`src/rtl/player_r_motion_if.sv`:
```
// Player-right motion bus: raw button/vsync inputs toward the motion block
// and the registered position/status back from it.
//   left, right, vsync_in : raw asynchronous inputs (driven by master)
//   RP_x_pos [11:0]       : position offset, screen x = 885 - RP_x_pos
//   moving, at_limit      : registered status flags
interface player_r_motion_if;
  logic        left;
  logic        right;
  logic        vsync_in;
  logic [11:0] RP_x_pos;
  logic        moving;
  logic        at_limit;

  modport master (
    output left, right, vsync_in,
    input  RP_x_pos, moving, at_limit
  );

  modport slave (
    input  left, right, vsync_in,
    output RP_x_pos, moving, at_limit
  );
endinterface

```
`src/rtl/player_r_motion.sv`:
```
// Right-player horizontal motion: synchronizes raw buttons and vsync,
// debounces the buttons on frame ticks, and steps the position offset
// through an IDLE/MOVE_L/MOVE_R FSM clamped to [0, RP_MAX].
// Ports:
//   clk    : single clock, all state on rising edge
//   reset  : asynchronous active-low reset
//   bus_if : slave side of player_r_motion_if (left/right/vsync_in in,
//            RP_x_pos/moving/at_limit out, all outputs registered)
// Optional feature macro: PLAYER_R_ACCEL_EN (frame hold counter driving a
// 1/2/4 accelerating step instead of the fixed STEP).
module player_r_motion #(
  parameter int unsigned RP_INIT    = 100,
  parameter int unsigned RP_MAX     = 600,
  parameter int unsigned STEP       = 2,
  parameter int unsigned DEB_FRAMES = 2
) (
  input  logic                clk,
  input  logic                reset,
  player_r_motion_if.slave    bus_if
);

  localparam int unsigned PW = 12;
  localparam int unsigned AW = 13;
  localparam int unsigned CW = $clog2(DEB_FRAMES + 1);

  localparam logic [1:0] IDLE   = 2'd0;
  localparam logic [1:0] MOVE_L = 2'd1;
  localparam logic [1:0] MOVE_R = 2'd2;

  localparam logic LIM_INIT = (RP_INIT == 0) || (RP_INIT == RP_MAX);

  logic [1:0]    left_sync_q, right_sync_q, vs_sync_q;
  logic          vs_hist_q;
  logic [1:0]    prime_q;
  logic          deb_l_q, deb_r_q, deb_l_d, deb_r_d;
  logic [CW-1:0] cnt_l_q, cnt_r_q, cnt_l_d, cnt_r_d;
  logic [1:0]    state_q, state_d;
  logic [PW-1:0] pos_q, pos_d;
  logic          moving_q, moving_d;
  logic          at_limit_q, at_limit_d;
  logic          tick_c;
  logic [AW-1:0] step_c;
  logic [AW-1:0] pos_ext_c;
  logic [AW-1:0] sum_c;

  // History flop resets high and only tracks vsync once the synchronizer
  // has refilled, so a vsync already high at reset release is not a tick.
  assign tick_c = prime_q[1] & vs_sync_q[1] & ~vs_hist_q;

  // Synchronizers and frame edge detector
  always_ff @(posedge clk or negedge reset) begin
    if (!reset) begin
      left_sync_q  <= '0;
      right_sync_q <= '0;
      vs_sync_q    <= '0;
      vs_hist_q    <= 1'b1;
      prime_q      <= '0;
    end else begin
      left_sync_q  <= {left_sync_q[0], bus_if.left};
      right_sync_q <= {right_sync_q[0], bus_if.right};
      vs_sync_q    <= {vs_sync_q[0], bus_if.vsync_in};
      prime_q      <= {prime_q[0], 1'b1};
      vs_hist_q    <= prime_q[1] ? vs_sync_q[1] : 1'b1;
    end
  end

  // Per-button debounce: DEB_FRAMES consecutive ticks of the new value
  always_comb begin
    cnt_l_d = cnt_l_q;
    cnt_r_d = cnt_r_q;
    deb_l_d = deb_l_q;
    deb_r_d = deb_r_q;
    if (tick_c) begin
      if (left_sync_q[1] != deb_l_q) begin
        if (32'(cnt_l_q) + 32'd1 >= DEB_FRAMES) begin
          deb_l_d = left_sync_q[1];
          cnt_l_d = '0;
        end else begin
          cnt_l_d = cnt_l_q + CW'(1);
        end
      end else begin
        cnt_l_d = '0;
      end
      if (right_sync_q[1] != deb_r_q) begin
        if (32'(cnt_r_q) + 32'd1 >= DEB_FRAMES) begin
          deb_r_d = right_sync_q[1];
          cnt_r_d = '0;
        end else begin
          cnt_r_d = cnt_r_q + CW'(1);
        end
      end else begin
        cnt_r_d = '0;
      end
    end
  end

  // Next state from the debounced levels held before this tick
  always_comb begin
    state_d = state_q;
    if (tick_c) begin
      case ({deb_l_q, deb_r_q})
        2'b10:   state_d = MOVE_L;
        2'b01:   state_d = MOVE_R;
        default: state_d = IDLE;
      endcase
    end
  end

`ifdef PLAYER_R_ACCEL_EN
  logic [5:0] hold_q, hold_d;

  // Hold counter restarts on a state change; step grows with hold time
  always_comb begin
    hold_d = hold_q;
    step_c = AW'(1);
    if (tick_c) begin
      if (state_d != state_q) begin
        hold_d = '0;
        step_c = AW'(1);
      end else begin
        hold_d = (hold_q >= 6'd32) ? 6'd32 : hold_q + 6'd1;
        if (hold_q >= 6'd32)      step_c = AW'(4);
        else if (hold_q >= 6'd16) step_c = AW'(2);
        else                      step_c = AW'(1);
      end
    end
  end

  always_ff @(posedge clk or negedge reset) begin
    if (!reset) hold_q <= '0;
    else        hold_q <= hold_d;
  end
`else
  assign step_c = AW'(STEP);
`endif

  // Position update with 13-bit headroom, clamped to [0, RP_MAX]
  always_comb begin
    pos_ext_c  = {1'b0, pos_q};
    sum_c      = pos_ext_c + step_c;
    pos_d      = pos_q;
    moving_d   = moving_q;
    at_limit_d = at_limit_q;
    if (tick_c) begin
      case (state_d)
        MOVE_L:  pos_d = (sum_c > AW'(RP_MAX)) ? PW'(RP_MAX) : PW'(sum_c);
        MOVE_R:  pos_d = (pos_ext_c >= step_c) ? PW'(pos_ext_c - step_c) : '0;
        default: pos_d = pos_q;
      endcase
      moving_d   = (state_d == MOVE_L) || (state_d == MOVE_R);
      at_limit_d = (pos_d == '0) || (pos_d == PW'(RP_MAX));
    end
  end

  // Debounce, FSM and output registers
  always_ff @(posedge clk or negedge reset) begin
    if (!reset) begin
      cnt_l_q    <= '0;
      cnt_r_q    <= '0;
      deb_l_q    <= 1'b0;
      deb_r_q    <= 1'b0;
      state_q    <= IDLE;
      pos_q      <= PW'(RP_INIT);
      moving_q   <= 1'b0;
      at_limit_q <= LIM_INIT;
    end else begin
      cnt_l_q    <= cnt_l_d;
      cnt_r_q    <= cnt_r_d;
      deb_l_q    <= deb_l_d;
      deb_r_q    <= deb_r_d;
      state_q    <= state_d;
      pos_q      <= pos_d;
      moving_q   <= moving_d;
      at_limit_q <= at_limit_d;
    end
  end

  assign bus_if.RP_x_pos = pos_q;
  assign bus_if.moving   = moving_q;
  assign bus_if.at_limit = at_limit_q;

endmodule
```
`src/flat_wrapper.sv`:
```
// flat-port wrapper written by rule: the top's interface ports become plain ports
module player_r_motion_flat 
#(
  parameter int unsigned RP_INIT    = 100,
  parameter int unsigned RP_MAX     = 600,
  parameter int unsigned STEP       = 2,
  parameter int unsigned DEB_FRAMES = 2
)
  (clk, reset, bus_if_left, bus_if_right, bus_if_vsync_in, bus_if_RP_x_pos, bus_if_moving, bus_if_at_limit);
  player_r_motion_if bus_if_i ();
  input  logic clk;
  input  logic reset;
  input wire logic [$bits(bus_if_i.left)-1:0] bus_if_left;
  input wire logic [$bits(bus_if_i.right)-1:0] bus_if_right;
  input wire logic [$bits(bus_if_i.vsync_in)-1:0] bus_if_vsync_in;
  output wire logic [$bits(bus_if_i.RP_x_pos)-1:0] bus_if_RP_x_pos;
  output wire logic [$bits(bus_if_i.moving)-1:0] bus_if_moving;
  output wire logic [$bits(bus_if_i.at_limit)-1:0] bus_if_at_limit;
  assign bus_if_i.left = bus_if_left;
  assign bus_if_i.right = bus_if_right;
  assign bus_if_i.vsync_in = bus_if_vsync_in;
  assign bus_if_RP_x_pos = bus_if_i.RP_x_pos;
  assign bus_if_moving = bus_if_i.moving;
  assign bus_if_at_limit = bus_if_i.at_limit;
  player_r_motion #(.RP_INIT(RP_INIT), .RP_MAX(RP_MAX), .STEP(STEP), .DEB_FRAMES(DEB_FRAMES)) u_core (.clk(clk), .reset(reset), .bus_if(bus_if_i));
endmodule
```
`config.mk`:
```
export PLATFORM = sky130hd
export DESIGN_NAME = player_r_motion_flat
export DESIGN_NICKNAME = d
export VERILOG_FILES = /design/src/rtl/player_r_motion_if.sv /design/src/rtl/player_r_motion.sv /design/src/flat_wrapper.sv
export SDC_FILE = /design/constraint.sdc
export NUM_CORES = 1
export LEC_CHECK = 0
export CAP_MARGIN = 0
export CORE_UTILIZATION = 55
export DETAILED_ROUTE_END_ITERATION = 7
export PLACE_DENSITY_LB_ADDON = 0.12
export SYNTH_ARGS = -nofsm -noshare
export SYNTH_HDL_FRONTEND = slang
export SYNTH_SLANG_ARGS = --single-unit
```
`constraint.sdc`:
```
create_clock -name clk -period 4.4 [get_ports clk]
set_input_delay 0.88 -clock clk [delete_from_list [all_inputs] [get_ports clk]]
set_output_delay 0.88 -clock clk [all_outputs]
set_load 0.05 [all_outputs]
```
==> flow_metrics.py, run 1 <==
metrics = {
    "status": {
        "status": "finished clean",
    },
    "critical_path": {
        "cp_max_fo": 21,
        "rr_startpoint": "u_core.vs_hist_q",
        "critPathCapture": "u_core.bus_if.at_limit",
        "start_kind": "flop",
        "r2r_slack_ps": 1010,
        "worstRegToRegCells": 12,
        "endpoint_kind": "flop",
        "criticalPathCategory": "flop to flop",
        "startpoint": "u_core.vs_hist_q",
        "cp.arrival_ps": 3580,
        "required_ps": 4590,
        "r2r_end": "u_core.bus_if.at_limit",
    },
    "pwr": {
        "p_total_mw": 1.13,
        "ir_worst_vdd_uv": 345,
        "p_leak_nw": 1.03,
        "power-per-cell-area_nw_per_um2": 459,
    },
    "synth": {
        "synth_cell_types": 66,
        "ys_ff_latch": 31,
        "yosysTopAreaCell": "dfrtp_1",
        "syn_area_um2": 2200,
        "postSynthCellCount": 253,
        "synth_nets": 265,
        "netlist.area_leader.share_pct": 30.7,
        "seq_area_frac_synth_pct": 35.5,
        "async_flop_share_pct": 100,
        "avgSynthCellArea_um2": 8.70,
        "synth_ff_type": "dfrtp_1",
        "synth-edff-count": 0,
        "yosys_warnings": 0,
        "netlist_top_cells_area": "dfrtp_1 (31%), nand2_1 (6.0%), o21ai_0 (5.0%), dfstp_2 (4.8%), ha_1 (4.0%)",
    },
    "timing": {
        "min_period_ps": 3390,
        "max_freq_mhz": 295,
        "whs_ps": 353,
        "rsz0062_at_grt": "false",
        "hold_viol": 0,
        "fin_skew_ps": 3.57,
        "slew_violations": 0,
        "tightest_slew_ps": 848,
        "fin_crit_sh_pct": 77.1,
        "fin_tns_setup_ps": 0,
        "finalSetupViolations": 0,
        "relSlewSlack_pct": 43.1,
    },
    "drt": {
        "post_drt_via_cell_ratio": 6.24,
        "via_count": 1940,
        "wl_per_cell_um": 16.4,
        "drc_errors": 0,
        "drt_iter0_drc": 244,
        "final_antenna_net_count": 0,
        "drtPass1Iterations": 4,
        "wirelength_mm": 5.11,
    },
    "job": {
        "cap_violations": 0,
    },
    "cells_and_area": {
        "layout_common_cells": "nand2_1 (35), dfrtp_1 (27), o21ai_0 (22), clkdlybuf4s50_1 (18), a21oi_1 (16)",
        "nNetsFinal": 274,
        "diodes": 0,
        "syn_to_final_growth_pct": 11.4,
        "finish.utilization_pct": 65.5,
        "drive_above_1_share_pct": 13.3,
        "final_common_cell": "nand2_1",
    },
    "clocking": {
        "holdBufCountCts": 0,
        "htree_num_levels": 2,
        "cts_resized": 0,
        "cts-root-buf": "clkbuf_8",
        "cts.path.max_buffers": 2,
        "postCtsSetupRepairBufs": 0,
        "cts_tree": "done",
        "clk_pin_slew_worst_paths_ps": 70,
        "cts_buffers": 5,
        "clock_sinks": 31,
        "clk-insertion-delay-late_ps": 290,
    },
    "floorplanning": {
        "die_h_um": 65.3,
        "die_x_um": 65.3,
        "start_util_pct": 58.8,
        "placementRows": 22,
        "dieArea_um2": 4260,
        "coreArea_um2": 3740,
        "ios": 19,
    },
    "grt": {
        "overflow": 0,
        "grt_max_degree": 32,
        "grt_pass1_vias": 1774,
        "grt_pass1_wl_mm": 8.47,
        "antenna_found_initial": 0,
        "grt_usage_pct": 26.3,
    },
    "placed_design": {
        "dp_hpwl_mm": 3.63,
        "gp_congestion": 0.962,
        "io_buffers": 18,
    },
    "min_path": {
        "hp-class": "flop to flop",
        "hold_path.startpoint": "u_core.left_sync_q[0]",
    },
}
-- synth_stat cells, types with 4 or more instances --
library cell,count
nor2_1,15
nand3_1,9
dfstp_2,4
a21oi_1,16
inv_1,8
nand2_1,35
dfrtp_1,27
ha_1,7
o31ai_1,5
xnor2_1,4
nand2b_1,5
o221ai_1,4
o22ai_1,4
clkbuf_1,9
o21ai_0,22
-- registers in the layout (all words and copies together), names as in the netlist --
| register | flops |
|---|---|
| u_core.bus_if.RP_x_pos | 12 |
| u_core.bus_if.at_limit | 1 |
| u_core.bus_if.moving | 1 |
| u_core.cnt_l_q | 2 |
| u_core.cnt_r_q | 2 |
| u_core.deb_l_q | 1 |
| u_core.deb_r_q | 1 |
| u_core.left_sync_q | 2 |
| u_core.prime_q | 2 |
| u_core.right_sync_q | 2 |
| u_core.state_q | 2 |
| u_core.vs_hist_q | 1 |
| u_core.vs_sync_q | 2 |
-- worst min path at each step --
| stage | slack (ps) | end | depth (start not counted) |
|---|---|---|---|
| 2_1_floorplan | 330 | u_core.left_sync_q[1] | 0 |
| 3_3_place_gp | 330 | u_core.prime_q[1] | 0 |
| 4_1_cts | 360 | u_core.left_sync_q[1] | 0 |
| 3_5_place_dp | 340 | u_core.left_sync_q[1] | 0 |
| 5_1_grt | 360 | u_core.left_sync_q[1] | 0 |
| 6_report | 350 | u_core.left_sync_q[1] | 0 |
-- power breakdown --
group / switching [mW] / internal (mW)
logic: 0.317 / 0.196
registers: 0.0535 / 0.335
clock network: 0.115 / 0.110
-- final cells by class --
type | count | area (um2)
multi-input cells | 192 | 1280
well taps | 48 | 60.1
clock inverters | 3 | 20.0
flip-flops and latches | 31 | 781
repair buffers | 21 | 203
clock buffers | 5 | 68.8
inverters | 11 | 42.5
fillers | 328 | 1290
-- critical path, stage by stage (launching register included) --
cell	delay, ps
dfstp_2	360
nand3b_1	590
nand2_1	240
o21a_1	170
inv_1	70
ha_1	480
clkinv_1	330
o221ai_1	150
a22oi_1	110
o31ai_1	150
and4_1	250
mux2i_1	70
o41ai_2	300
-- routing by layer --
metal	GRT usage, %	wire length (um)	vias to the layer above
met2	39.8	2320	85
met5	0	0	-
li1	-	-	933
met3	4.51	359	10
met1	36.5	2310	912
met4	12.0	114	0
-- cells by family after synthesis --
logic type | after synthesis | synth area share, %
AOI/OAI and AO/OA | 81 | 25.6
xor gates and xnor gates | 7 | 2.79
adders and majority gates | 7 | 3.98
buffers and inverters | 30 | 6.54
DFF | 31 | 35.5
muxes | 7 | 3.58
other | 1 | 0.170
and+or+nand+nor | 89 | 21.9
-- per-stage QoR --
stage	std cells	worst slack, ps	area (um2)
after floorplan	253	1070	2200
after global placement	303	1110	2360
after detailed placement	303	1070	2360
after CTS	311	1020	2450
after global routing	311	657	2450
final	311	1010	2450
Power figures use the tool's default switching activity.
==> inputs of run 2 (changes only) <==
--- a/config.mk
+++ b/config.mk
@@ -6,7 +6,7 @@
 export NUM_CORES = 1
 export LEC_CHECK = 0
 export CAP_MARGIN = 0
-export CORE_UTILIZATION = 55
+export CORE_UTILIZATION = 52
 export DETAILED_ROUTE_END_ITERATION = 7
 export PLACE_DENSITY_LB_ADDON = 0.12
 export SYNTH_ARGS = -nofsm -noshare
==> constraint.sdc (replaced) <==
create_clock -name clk -period 2.8 [get_ports clk]
set_input_delay 0.56 -clock clk [delete_from_list [all_inputs] [get_ports clk]]
set_output_delay 0.56 -clock clk [all_outputs]
set_load 0.05 [all_outputs]
==> flow_metrics.py, run 2 (synthesis gave the netlist of run 1 again) <==
metrics = {
    "timing": {
        "slew_violations": 0,
        "fin_skew_ps": 9.20,
        "min_period_ps": 2760,
        "relSlewSlack_pct": 65.9,
        "fin_crit_sh_pct": 98.5,
        "hold_viol": 0,
        "whs_ps": 350,
        "tightest_slew_ps": 510,
        "finalSetupViolations": 0,
        "max_freq_mhz": 362,
        "rsz0062_at_grt": "true",
    },
    "drt": {
        "drtPass1Iterations": 4,
        "drc_errors": 0,
        "wirelength_mm": 5.71,
        "wl_per_cell_um": 16.4,
        "post_drt_via_cell_ratio": 5.93,
        "final_antenna_net_count": 0,
        "drt_iter0_drc": 142,
        "via_count": 2065,
    },
    "cells_and_area": {
        "postLayoutCellArea_um2": 2820,
        "largest_reg_flops": 12,
        "final_common_cell": "buf_4",
        "instances_no_fill": 348,
        "layout_common_cells": "buf_4 (37), nand2_1 (35), dfrtp_1 (24), o21ai_0 (22), clkdlybuf4s50_1 (18)",
        "nNetsFinal": 309,
        "drive_above_1_share_pct": 27.9,
        "diodes": 0,
        "syn_to_final_growth_pct": 28.0,
    },
    "critical_path": {
        "worstRegToRegCells": 12,
        "endpoint_kind": "flop",
        "criticalPathCategory": "flop to flop",
        "cp_num_cells": 12,
        "crit_family": "compound AO/OA/AOI/OAI gates",
        "cp.arrival_ps": 2950,
        "crit_slowest_cell": "dfstp_2",
        "required_ps": 2990,
        "cpPeakStageDelay_ps": 620,
        "path_cells": "buf_12, inv_6, ha_4, nor4_4, o21bai_2, a22o_1, a211oi_1, a221o_1, nand2_1, o31ai_1, buf_4, o41ai_2",
        "critical_path_buf_inv_count": 3,
        "cp_max_fo": 6,
        "start_kind": "flop",
    },
    "min_path": {
        "whs_path_depth": 0,
        "hp-class": "flop to flop",
    },
    "grt": {
        "busiest_layer": "met2",
        "grt_usage_pct": 27.2,
        "grtUsageMet3_pct": 3.60,
        "grt_util_met2_pct": 42.5,
        "grt_pass1_vias": 1816,
        "use_met1_pct": 38.7,
        "antenna_found_initial": 0,
        "overflow": 0,
        "grt_pass1_wl_mm": 8.92,
        "grt_max_degree": 32,
    },
    "pwr": {
        "ir_worst_vdd_uv": 575,
        "p_leak_nw": 1.22,
        "power-per-cell-area_nw_per_um2": 691,
    },
    "floorplanning": {
        "coreArea_um2": 4030,
        "die_x_um": 67.1,
        "dieArea_um2": 4500,
        "ios": 19,
        "start_util_pct": 54.6,
        "placementRows": 23,
        "die_h_um": 67.1,
    },
    "clocking": {
        "htree_num_levels": 2,
        "cts.path.max_buffers": 2,
        "cts_tree": "done",
        "cts_buffers": 5,
        "clk-insertion-delay-late_ps": 290,
        "clk_pin_slew_worst_paths_ps": 70,
        "holdBufCountCts": 0,
        "cts-root-buf": "clkbuf_8",
        "clock_sinks": 31,
    },
    "placed_design": {
        "placed_cells": 339,
        "io_buffers": 18,
        "dp_hpwl_mm": 4.17,
        "gp_congestion": 0.868,
        "placed_area_um2": 2660,
    },
    "status": {
        "status": "finished clean",
    },
    "job": {
        "cap_violations": 0,
    },
}
## run 2: path summary, 6_finish.rpt
kind                                            from                   endpoint  slack, ps
max                        u_core.bus_if.RP_x_pos[2]     u_core.bus_if.at_limit         40
max reg2reg                u_core.bus_if.RP_x_pos[2]     u_core.bus_if.at_limit         40
min                              u_core.vs_sync_q[0]        u_core.vs_sync_q[1]        350
min reg2reg                      u_core.vs_sync_q[0]        u_core.vs_sync_q[1]        350
max in group asynchronous                      reset           u_core.vs_hist_q       1800
min in group asynchronous                      reset  u_core.bus_if.RP_x_pos[7]        670
## run 2: power by group
part	total, mW	switching (mW)	internal [mW]
Combinational	1.00	0.574	0.428
Clock	0.352	0.180	0.173
Sequential	0.592	0.0639	0.528
Total	1.95	0.818	1.13
## run 2: routing by layer
metal / part of all wire (%) / wire length (um)
met1: 44 / 2520
met2: 48 / 2740
met5: 0 / 0
met3: 6.4 / 366
met4: 1.4 / 82
## run 2: area by class of cell
| type | instances | area (um2) |
|---|---|---|
| multi-input cells | 192 | 1360 |
| fillers | 324 | 1210 |
| flip-flops and latches | 31 | 785 |
| repair buffers | 56 | 478 |
| clock buffers | 5 | 68.8 |
| well taps | 50 | 62.6 |
| inverters | 11 | 47.5 |
| clock inverters | 3 | 20.0 |
## run 2: stage by stage
step	setup WS [ps]	setup TNS [ps]	power, mW	utilization [%]
3_5_place_dp	31.9	0	1.55	66.0
5_1_grt	-104	-149	2.07	69.9
6_report	41.2	0	1.95	69.9
4_1_cts	5.80	0	1.91	68.2
2_1_floorplan	4.66	0	1.24	-
3_3_place_gp	95.6	0	1.54	66.0
## run 2: timing repair
action / CTS / global route
buffers inserted: 0 / 1
gates resized for setup: 0 / 11
setup endpoints to repair: 0 / 2
